<file path="config.mk">
export PLATFORM = sky130hd
export DESIGN_NAME = pipeline_hazard_ctrl
export DESIGN_NICKNAME = d
export VERILOG_FILES = /design/src/rtl/pipeline_hazard_ctrl.sv
export SDC_FILE = /design/constraint.sdc
export NUM_CORES = 1
export LEC_CHECK = 0
export CORE_UTILIZATION = 50
export DETAILED_ROUTE_END_ITERATION = 8
export DONT_BUFFER_PORTS = 1
export PLACE_DENSITY_LB_ADDON = 0.2
export SYNTH_ARGS = -nofsm -noshare
export SYNTH_HDL_FRONTEND = slang
export SYNTH_SLANG_ARGS = --single-unit
</file>
<file path="constraint.sdc">
create_clock -name clk -period 5.9 [get_ports clk]
set_input_delay 0.885 -clock clk [delete_from_list [all_inputs] [get_ports clk]]
set_output_delay 0.885 -clock clk [all_outputs]
set_load 0.1 [all_outputs]
</file>
<file path="src/rtl/pipeline_hazard_ctrl.sv">
// Central hazard/flow control for a five-stage MIPS pipeline: load-use stalls, taken-branch
// flushes, per-latch valid tracking, single-step execution and HALT drain.
module pipeline_hazard_ctrl #(
  parameter int unsigned W  = 5,
  parameter int unsigned CW = 32
) (
  input  logic          clk,
  input  logic          reset,
  input  logic          step_mode,
  input  logic          step,
  input  logic          halt_id,
  input  logic [W-1:0]  rs_id,
  input  logic [W-1:0]  rt_id,
  input  logic          memread_idex,
  input  logic [W-1:0]  rt_idex,
  input  logic          taken_mem,
  output logic          pc_write,
  output logic          ifid_write,
  output logic          ifid_flush,
  output logic          idex_flush,
  output logic          exmem_flush,
  output logic          advance,
  output logic [3:0]    valid,
  output logic          halted,
  output logic [CW-1:0] cycle_count,
  output logic [CW-1:0] stall_count
);

  typedef enum logic [1:0] {StRun, StStepIdle, StDrain, StHalted} state_e;

  state_e        state_q, state_d;
  logic [3:0]    valid_q, valid_d;
  logic [2:0]    hpos_q, hpos_d;
  logic          halted_q;
  logic [CW-1:0] cycle_q, stall_q;

  logic taken, stall_raw, stall, halt_go, draining;

  assign draining  = (state_q == StDrain);
  assign taken     = taken_mem & valid_q[2];
  assign stall_raw = memread_idex & valid_q[1] & valid_q[0] & (rt_idex != '0) &
                     ((rt_idex == rs_id) | (rt_idex == rt_id));
  assign stall     = stall_raw & ~taken;

  always_comb begin
    advance = 1'b0;
    unique case (state_q)
      StRun:      advance = 1'b1;
      StStepIdle: advance = step & step_mode;
      StDrain:    advance = step_mode ? step : 1'b1;
      StHalted:   advance = 1'b0;
      default:    advance = 1'b0;
    endcase
  end

  // A stalled HALT stays in IF_ID and is seen again once the stall clears.
  assign halt_go = halt_id & valid_q[0] & advance & ~taken_mem & ~stall_raw &
                   ((state_q == StRun) | (state_q == StStepIdle));

  assign pc_write    = advance & (taken | (~stall & ~halt_go & ~draining));
  assign ifid_write  = advance & ~stall;
  assign ifid_flush  = taken | draining;
  assign idex_flush  = taken | stall;
  assign exmem_flush = taken;

  always_comb begin
    valid_d = valid_q;
    hpos_d  = hpos_q;
    if (advance) begin
      valid_d[3] = valid_q[2];
      valid_d[2] = valid_q[1] & ~taken;
      valid_d[1] = valid_q[0] & ~taken & ~stall;
      valid_d[0] = stall ? valid_q[0] : pc_write;
      // A taken branch in EX_MEM kills whatever sits in IF_ID and ID_EX.
      hpos_d     = {hpos_q[1], hpos_q[0] & ~taken, halt_go};
    end
  end

  always_comb begin
    state_d = state_q;
    unique case (state_q)
      StRun: begin
        if (halt_go)        state_d = StDrain;
        else if (step_mode) state_d = StStepIdle;
      end
      StStepIdle: begin
        if (halt_go)         state_d = StDrain;
        else if (!step_mode) state_d = StRun;
      end
      StDrain: begin
        if (advance) begin
          if (hpos_q[2])           state_d = StHalted;
          else if (hpos_d == '0)   state_d = step_mode ? StStepIdle : StRun;
        end
      end
      StHalted: state_d = StHalted;
      default:  state_d = StRun;
    endcase
  end

  always_ff @(posedge clk) begin
    if (reset) begin
      state_q  <= step_mode ? StStepIdle : StRun;
      valid_q  <= '0;
      hpos_q   <= '0;
      halted_q <= 1'b0;
      cycle_q  <= '0;
      stall_q  <= '0;
    end else begin
      state_q  <= state_d;
      valid_q  <= valid_d;
      hpos_q   <= hpos_d;
      halted_q <= (state_d == StHalted);
      if (advance)         cycle_q <= cycle_q + CW'(1);
      if (advance & stall) stall_q <= stall_q + CW'(1);
    end
  end

  assign valid       = valid_q;
  assign halted      = halted_q;
  assign cycle_count = cycle_q;
  assign stall_count = stall_q;

endmodule

</file>
==> metrics.txt <==
mapped cell area=3692 µm²; drt first pass iters=4; post-CTS setup buffer count=0; DP Wirelength=about 5600 µm; worst hold path type=register to register; Area Growth Syn to Fin=7.048%; peak supply drop=between 0.1 and 0.15 mV; sequential-to-total area share from yosys stat=between 40% and 50%; EDFF count, synth=0; remaining routing DRC violations=0; Slew HR=20.55%; Congestion Overflow GR=0; H-tree depth=3; Top delay family on crit path=compound AO/OA/AOI/OAI gates; DIE WIDTH=between 80 and 90 µm; starting density of the core=53.17%; Root Driver=clkbuf_8; Max Cap Viol=0; Seq cells post-synth=74; max incr delay on CP=0.88 ns; Pleak=0.001347 µW; ANT nets after route=0; largest net degree at the start of global routing=84; Sum Neg Setup Slack=0 ns; vias per cell=~5.8; Worst-path clk slew=roughly 0.07 ns; Die Y=about 90 µm; number of global-route vias before repair=between 2000 and 3000; CTS buffer count=9; Crit. End Element=primary output; most frequent cells in the layout=dfxtp_1 (74), nor2_1 (63), nand2_1 (37), xor2_1 (34), nand3_1 (27); Design Power=approximately 1000 µW; worst path bufs/invs=0; nature of the critical path startpoint=input pin; crit path kind=input pin to primary output; fin crit period=around 4.3 ns; Syn. warnings=0; Final Hold Vio Count=0; share of cells above drive strength 1=11.14%; most common cell after layout, fill and taps aside=dfxtp_1; Diodes inserted=0; Synth cell types=59; DRT iter0 DRCs=86; CTS tree=built; Critical Path Fanout Max=15; Worst Skew=about 0.0078 ns; number of fill cells in the layout=roughly 650; gp weighted congestion=between 0.7 and 0.8; f_max=232.2 MHz; Total Routing Usage GR=between 20% and 30%; Post-Syn Nets=455; maximum buffer depth of the clock tree=2; first-pass GRT wire length=between 10000 and 15000 µm; CP max-delay cell=a21oi_2; via count=between 3000 and 4000; initial antenna violation count=0; Worst-Skew Late Latency=0.34 ns; Rows=30; Power Dens Cells=261.6 nW/µm²; Resize count post-CTS=0; Hold Buf Count CTS=0; Gate Count Post-Synth=around 430; RSZ-0062 raised after global routing=no; Most used DFF post-synth=dfxtp_1; Pins Over Slew Limit=0; clock sink total=74; worst slew pin tran=around 1.2 ns; I/O Buffers=0; Worst Path Arrival=roughly 3.4 ns; I/O Pins=just under 100; CP required=around 5 ns; Layout Utilization=a little under three fifths; setup violators final=0; worst hold margin=0.4836 ns; Die ar.=7733 µm²; Avg Inst Size Synth=approximately 8.6 µm²; DRT Wirelength=between 8000 and 9000 µm; period utilisation layout=~73%; Async SR Flop Fraction=0%; average routed wire per standard cell=approximately 15 µm; Core Area=around 6900 µm²; # nets final=between 400 and 500; status=complete, no violations; critical path, cell by cell=or4_2, o2111ai_2, or2_2, nand2_1, a21oi_2
==> path summary, 6_finish.rpt <==
kind	startpoint	cells past startpoint	endpoint	slack [ns]
setup / recovery	rt_idex[1]	5	pc_write	1.59
hold / removal	hpos_q[1]	2	hpos_q[1]	0.48
setup reg to reg	valid[2]	7	stall_count[30]	2.39
hold reg to reg	hpos_q[1]	2	hpos_q[1]	0.48
==> kinds of logic (layout without fill, tap and decap cells) <==
kind of cell	count (synthesis)	after routing	share of synthesized area (%)
compound gates	56	56	11.11
xor+xnor	52	52	12.33
fa+ha+maj	2	2	0.6776
buf+inv	24	24	2.948
simple gates	217	217	31.01
flops	74	74	40.12
mux	6	6	1.796
==> layout make-up <==
cell class	count	area, µm²	share of cell area [%]
repair buffers	1	7.507	0.1899
well taps	96	120.1	3.039
flip-flops and latches	74	1481	37.48
inverters	8	30.03	0.7597
clock buffers	13	168.9	4.274
multi-input cells	333	2110	53.37
clock inverters	2	35.03	0.8864
==> routing by layer <==
metal / GRT usage (%) / wire length [µm] / vias up
li1: - / - / 1510
met1: 25.19 / 3610 / 1471
met4: 9.389 / 136 / 0
met3: 6.880 / 502 / 13
met2: 35.52 / 3897 / 74
met5: 0 / 0 / -
==> metrics by stage <==
stage	instance area [µm²]	std cells	setup slack [ns]
final	3953	527	1.594
after global routing	3953	527	1.493
after CTS	3953	527	1.619
after detailed placement	3749	512	1.617
after global placement	3749	512	1.624
after floorplan	3692	431	1.201
==> cell usage after synthesis, drive strengths merged, types with 4 or more instances <==
cell | n | share of area [%]
buf | 4 | 0.75
dfxtp | 74 | 40
a21oi | 24 | 3.3
nor2 | 65 | 6.7
nand4 | 18 | 3.2
xor2 | 34 | 8.1
inv | 8 | 0.81
a31o | 6 | 1.4
and4 | 7 | 1.7
nor4 | 13 | 2.8
nand2 | 39 | 4.1
xnor2 | 18 | 4.3
nor2b | 5 | 0.85
nand3 | 27 | 3.7
and3 | 10 | 1.7
nor3 | 8 | 1.2
o21ai | 9 | 1.3
mux2 | 5 | 1.5
clkbuf | 11 | 1.2
==> registers in the layout (all words and copies together), names as in the netlist <==
signal / cells
halted: 1
cycle_count: 32
valid: 4
stall_count: 32
state_q: 2
hpos_q: 3
==> report_power, final <==
part           leakage, µW  total, µW  switching [µW]  internal, µW
logic             0.000644       74.8            55.7          19.2
clock network     0.000106        409             182           227
registers         0.000597        550            44.7           505
==> worst min-delay path, stage by stage (launching register included) <==
cell and delay (ns):
dfxtp_1 0.33, nand2_1 0.06, a21oi_1 0.05
No activity file was read; power rests on OpenSTA's default activity.
